==> config.mk <==
export PLATFORM = sky130hd
export DESIGN_NAME = note_playback
export DESIGN_NICKNAME = d
export VERILOG_FILES = /design/src/rtl/guitar_pkg.sv /design/src/rtl/tone_gen.sv /design/src/rtl/note_playback.sv
export SDC_FILE = /design/constraint.sdc
export NUM_CORES = 1
export LEC_CHECK = 0
export CORE_UTILIZATION = 50
export DETAILED_ROUTE_END_ITERATION = 8
export GPL_TIMING_DRIVEN = 0
export PLACE_DENSITY_LB_ADDON = 0.15
export SYNTH_ARGS = -nofsm -noshare
export SYNTH_HDL_FRONTEND = slang
export SYNTH_HIERARCHICAL = 1
export SYNTH_SLANG_ARGS = --single-unit
==> constraint.sdc <==
create_clock -name clk -period 10 [get_ports clk]
set_clock_uncertainty 0.15 [all_clocks]
set_input_delay 2 -clock clk [delete_from_list [all_inputs] [get_ports clk]]
set_output_delay 2 -clock clk [all_outputs]
set_load 0.1 [all_outputs]
==> src/rtl/guitar_pkg.sv <==
// Shared guitar constants: note bit layout, playback states, tone table.
// Used by the playback engine and the note encoder.
package guitar_pkg;

  localparam int NUM_STRINGS = 6;
  localparam int NUM_FRETS   = 5;
  localparam int HP_W        = 20;

  typedef logic [2:0] state_t;

  localparam state_t S_IDLE  = 3'd0;
  localparam state_t S_FETCH = 3'd1;
  localparam state_t S_WAIT  = 3'd2;
  localparam state_t S_LATCH = 3'd3;
  localparam state_t S_PLAY  = 3'd4;
  localparam state_t S_FIN   = 3'd5;

  function automatic int idx(input int s, input int f);
    return NUM_STRINGS * f + s;
  endfunction

  // Half-period in 50 MHz clocks, [string][fret], E2 A2 D3 G3 B3 E4.
  localparam logic [0:5][0:4][HP_W-1:0] HALF_PERIOD = '{
    '{20'd303370, 20'd286346, 20'd270273, 20'd255105, 20'd240788},
    '{20'd227273, 20'd214517, 20'd202477, 20'd191113, 20'd180387},
    '{20'd170263, 20'd160707, 20'd151686, 20'd143173, 20'd135137},
    '{20'd127552, 20'd120394, 20'd113636, 20'd107258, 20'd101238},
    '{20'd101238, 20'd95556,  20'd90193,  20'd85131,  20'd80353},
    '{20'd75843,  20'd71586,  20'd67569,  20'd63776,  20'd60197}
  };

endpackage

==> src/rtl/tone_gen.sv <==
// One string's square wave: counts clocks, toggles at the half period.
// Ports: clk, reset, restart (zero phase), fret (0 silent), half table row, tone.
module tone_gen #(
  parameter int TONE_W = 20
) (
  input  logic                  clk,
  input  logic                  reset,
  input  logic                  restart,
  input  logic [2:0]            fret,
  input  logic [0:4][TONE_W-1:0] half,
  output logic                  tone
);

  logic [TONE_W-1:0] cnt_q, cnt_d;
  logic [TONE_W-1:0] half_sel;
  logic              tone_q, tone_d;

  always_comb begin
    half_sel = '0;
    if (fret >= 3'd1 && fret <= 3'd5) begin
      half_sel = half[fret - 3'd1];
    end
  end

  always_comb begin
    cnt_d  = cnt_q + 1'b1;
    tone_d = tone_q;
    if (restart || fret == 3'd0) begin
      cnt_d  = '0;
      tone_d = 1'b0;
    end else if (cnt_q == half_sel - 1'b1) begin
      cnt_d  = '0;
      tone_d = ~tone_q;
    end
  end

  always_ff @(posedge clk) begin
    if (reset) begin
      cnt_q  <= '0;
      tone_q <= 1'b0;
    end else begin
      cnt_q  <= cnt_d;
      tone_q <= tone_d;
    end
  end

  assign tone = tone_q;

endmodule

==> src/rtl/note_playback.sv <==
// Note RAM playback: fetches one note word per tick, decodes per-string frets,
// drives six tone generators. Ports: RAM read side, control, note/tone outputs.
module note_playback
  import guitar_pkg::*;
#(
  parameter int ADDR_W   = 6,
  parameter int READ_LAT = 1,
  parameter int TONE_W   = 20,
  parameter logic [0:5][0:4][TONE_W-1:0] HALF_TAB = HALF_PERIOD
) (
  input  logic              clk,
  input  logic              reset,
  input  logic              start,
  input  logic              stop,
  input  logic              loop,
  input  logic              tick,
  input  logic [ADDR_W:0]   length,
  output logic [ADDR_W-1:0] rd_address,
  input  logic [31:0]       rd_data,
  output logic              busy,
  output logic              done,
  output logic [31:0]       cur_note,
  output logic [17:0]       string_fret,
  output logic              decode_err,
  output logic [5:0]        tone,
  output logic [2:0]        mix_level
);

  localparam int WC_W = (READ_LAT > 1) ? $clog2(READ_LAT) : 1;

  state_t            state_q, state_d;
  logic [ADDR_W-1:0] addr_q, addr_d;
  logic [31:0]       note_q, note_d;
  logic [17:0]       fret_q, fret_d;
  logic              err_q, err_d;
  logic              pend_q, pend_d;
  logic [WC_W-1:0]   wait_q, wait_d;
  logic [2:0]        mix_q, mix_d;
  logic [ADDR_W:0]   next_addr;
  logic [2:0]        hits;

  assign next_addr = {1'b0, addr_q} + {{ADDR_W{1'b0}}, 1'b1};

  always_comb begin
    state_d = state_q;
    addr_d  = addr_q;
    note_d  = note_q;
    pend_d  = pend_q;
    wait_d  = wait_q;
    unique case (state_q)
      S_IDLE: begin
        if (start) begin
          if (length == '0) begin
            state_d = S_FIN;
          end else begin
            addr_d  = '0;
            state_d = S_FETCH;
          end
        end
      end
      S_FETCH: begin
        if (tick) pend_d = 1'b1;
        wait_d  = '0;
        state_d = S_WAIT;
      end
      S_WAIT: begin
        if (tick) pend_d = 1'b1;
        if (wait_q == WC_W'(READ_LAT - 1)) begin
          state_d = S_LATCH;
        end else begin
          wait_d = wait_q + 1'b1;
        end
      end
      S_LATCH: begin
        if (tick) pend_d = 1'b1;
        note_d  = rd_data;
        state_d = S_PLAY;
      end
      S_PLAY: begin
        if (tick || pend_q) begin
          pend_d = 1'b0;
          if (next_addr == length) begin
            if (loop) begin
              addr_d  = '0;
              state_d = S_FETCH;
            end else begin
              state_d = S_FIN;
            end
          end else begin
            addr_d  = next_addr[ADDR_W-1:0];
            state_d = S_FETCH;
          end
        end
      end
      S_FIN: begin
        note_d  = '0;
        addr_d  = '0;
        state_d = S_IDLE;
      end
      default: state_d = S_IDLE;
    endcase
    // Abort wins over any tick or start seen this cycle.
    if (stop && state_q != S_IDLE) begin
      state_d = S_IDLE;
      addr_d  = '0;
      note_d  = '0;
      pend_d  = 1'b0;
      wait_d  = '0;
    end
  end

  // Ascending fret scan so the highest set fret is the one kept.
  always_comb begin
    fret_d = '0;
    err_d  = |note_d[31:30];
    hits   = '0;
    for (int s = 0; s < NUM_STRINGS; s++) begin
      hits = '0;
      for (int f = 0; f < NUM_FRETS; f++) begin
        if (note_d[5'(idx(s, f))]) begin
          fret_d[3*s +: 3] = 3'(f + 1);
          hits             = hits + 3'd1;
        end
      end
      if (hits > 3'd1) err_d = 1'b1;
    end
  end

  always_comb begin
    mix_d = '0;
    for (int i = 0; i < NUM_STRINGS; i++) begin
      mix_d = mix_d + {2'b00, tone[i]};
    end
  end

  always_ff @(posedge clk) begin
    if (reset) begin
      state_q <= S_IDLE;
      addr_q  <= '0;
      note_q  <= '0;
      fret_q  <= '0;
      err_q   <= 1'b0;
      pend_q  <= 1'b0;
      wait_q  <= '0;
      mix_q   <= '0;
    end else begin
      state_q <= state_d;
      addr_q  <= addr_d;
      note_q  <= note_d;
      fret_q  <= fret_d;
      err_q   <= err_d;
      pend_q  <= pend_d;
      wait_q  <= wait_d;
      mix_q   <= mix_d;
    end
  end

  // A string restarts its phase whenever its fret changes.
  for (genvar s = 0; s < NUM_STRINGS; s++) begin : g_tone
    tone_gen #(.TONE_W(TONE_W)) u_tone (
      .clk     (clk),
      .reset   (reset),
      .restart (fret_d[3*s +: 3] != fret_q[3*s +: 3]),
      .fret    (fret_q[3*s +: 3]),
      .half    (HALF_TAB[s]),
      .tone    (tone[s])
    );
  end

  assign rd_address  = addr_q;
  assign busy        = (state_q != S_IDLE);
  assign done        = (state_q == S_FIN);
  assign cur_note    = note_q;
  assign string_fret = fret_q;
  assign decode_err  = err_q;
  assign mix_level   = mix_q;

endmodule
==> results.toml <==
[clocking]
htree_num_levels = 4
cts_tree = "built"
cts-buffers-inserted = 17
cts-root-buf = "clkbuf_16"
cts_resized = 0
cts.sinks = 182
path_clk_slew_ns = 0.07
clk_path_buf_depth = 2
hold_buffers = 0
clk_latency_ns = 0.46
cts_setup_buffers = 0

[global_routing]
grt_max_degree = 17
grt_pass1_vias = 21500
grt_pass1_wl_um = 109000
gr-total-overflow = 0
antenna_found_initial = 1
grt_usage = 0.304

[flow_run]
max_cap_violations = 0

[routing]
wl_um = 67000
drc = 0
vias_per_cell = 5.52
wl_per_cell_um = 16.1
drtIter0Drc = 1893
antenna_left = 0
first_pass_iters = 5
vias = 22900

[power]
netSwitchingFraction = 0.382
p_leak_uw = 0.0108
seq_power_share = 0.294
clock_power_share = 0.291
ir_worst_vdd_v = 0.0000955
powerDensity_nw_per_um2 = 93.4
p_sw_uw = 973
combPwrFrac = 0.415
internal-power_uw = 1570

[worst_setup_path]
cp.required_ns = 10.23
crit_type = "flop to flop"
path_max_fanout = 10
arrival_ns = 6.08
cp-start-kind = "flop"
worst_setup_path_end_kind = "flop"

[die]
die-area_um2 = 44000
row_count = 75
dieWidth_um = 210
core_um2 = 42200
dieHeight_um = 210
pin_count = 113
start_util = 0.511

[logic_synthesis]
yosysUniqueCellTypes = 112
synth-warning-count = 6
synth-edff-count = 0
synth_top_area_share = 0.169
avgSynthCellArea_um2 = 8.28
synth_top_area_cell = "dfxtp_1"
synth_flop_cell = "dfxtp_1"
syn_inst = 2604
ys_top_cells_by_area = "dfxtp_1 (17%), mux4_2 (9.2%), xnor2_1 (5.7%), nor3_1 (4.1%), nand3_1 (4.0%)"
yosysSeqAreaShare = 0.169
syn_area_um2 = 21600
ys_seq_elements = 182
async_reset_ff_frac = 0

[layout]
stdcell_area_um2 = 27200
layout_commonest_cell = "conb_1"
fin_util = 0.645
fin_nets = 3696
regArea_um2 = 3640
fillers = 3878
area_growth_pct = 26.3
final_cell_mix = "conb_1 (879), nor2_1 (220), dfxtp_1 (182)"
multiInputGateArea_um2 = 20000
drive_gt1_frac = 0.104
fin_cells = 4159

[timing]
hold_violations = 0
slew_headroom = 0.131
worstMarginPinSlew_ns = 1.29
fin_tns_setup_ns = 0
slew_viol_final = 0
finalCriticalPeriod_ns = 5.85
rsz0062_at_grt = "false"
setup_viol_count_final = 0
max_freq_mhz = 171
min_period_over_period = 0.585

[place]
port_buffers = 106
dp_hpwl_um = 53700
dpl-instance-area_um2 = 26600
gp_congestion = 1.00
place_inst = 4126

[min_path]
hold_path_class = "flop to flop"

[run_status]
outcome = "complete, no violations"
[worst paths after layout]
kind / start / end / slack [ns] / cells after the start
setup reg to reg: string_fret[12] / g_tone[4].u_tone/tone / 4.15 / 18
hold reg to reg: cur_note[29] / cur_note[29] / 0.35 / 2
hold / removal: cur_note[29] / cur_note[29] / 0.35 / 2
setup / recovery: string_fret[12] / g_tone[4].u_tone/tone / 4.15 / 18
[area by class of cell]
| type | count | area share |
|---|---|---|
| Antenna cell | 1 | 0.0000919 |
| Buffer | 166 | 0.0349 |
| Clock buffer | 19 | 0.0163 |
| Clock inverter | 13 | 0.00708 |
| Inverter | 67 | 0.00960 |
| Multi-Input combinational cell | 3066 | 0.735 |
| Sequential cell | 182 | 0.134 |
| Tap cell | 539 | 0.0248 |
| Timing Repair Buffer | 106 | 0.0390 |
[worst max-delay path, stage by stage (launching register included)]
cell	delay, ns
dfxtp_1	0.50
buf_6	0.20
buf_2	0.31
inv_1	0.23
ha_1	0.40
buf_2	0.22
nand2_1	0.13
a21oi_1	0.10
clkbuf_1	0.25
a22oi_1	0.32
ha_1	0.24
inv_1	0.07
a221o_1	0.31
nor4_1	1.08
and3_1	0.31
nor3_1	0.06
a31o_2	0.27
or4_1	0.47
a21oi_1	0.15
[power groups by stage]
stage	clock network, uW	registers, uW	logic [uW]
4_1_cts	751	749	1020
3_5_place_dp	0	765	1010
3_3_place_gp	0	765	993
5_1_grt	776	750	1150
6_report	740	749	1050
2_1_floorplan	0	790	768
[flip-flops by register name, summed over array words and instances (netlist names)]
register	cells
g_tone.u_tone/tone	6
rd_address	6
g_tone.u_tone/cnt_q	120
state_q	3
decode_err	1
mix_level	3
string_fret	10
cur_note	32
pend_q	1
[cells by family after synthesis]
logic type / Yosys count / share of synthesized area
simple gates: 1076 / 0.270
mux: 198 / 0.153
other cells: 2 / 0.000348
flops: 182 / 0.169
buf+inv: 233 / 0.0562
xor+xnor: 242 / 0.103
compound gates: 626 / 0.222
fa+ha+maj: 45 / 0.0272
[cell usage after synthesis (43+ instances only)]
| master | count |
|---|---|
| mux2_2 | 49 |
| nand3_1 | 172 |
| nor3_1 | 177 |
| xor2_1 | 93 |
| a21oi_1 | 97 |
| o21ai_0 | 69 |
| nand2_1 | 131 |
| dfxtp_1 | 182 |
| and3_1 | 61 |
| mux4_2 | 88 |
| inv_1 | 62 |
| o211ai_1 | 43 |
| mux2i_1 | 51 |
| nor4_1 | 50 |
| a22oi_1 | 64 |
| clkbuf_1 | 64 |
| nor2_1 | 220 |
| xnor2_1 | 140 |
[metal layers]
layer  wire length, um  track usage
met5                 0            0
met4              1830        0.103
met3              3890       0.0379
met2             31700        0.514
met1             29700        0.400
[metrics by stage]
stage                     total power [uW]  hold WS, ns  worst slack, ns
after floorplan                       1560        0.331             4.51
after global placement                1760        0.328             4.47
after detailed placement              1780        0.333             4.26
after CTS                             2510        0.352             4.25
after global routing                  2680        0.376             3.71
final                                 2540        0.348             4.15
Note: power is estimated with default switching activity, not from simulation.
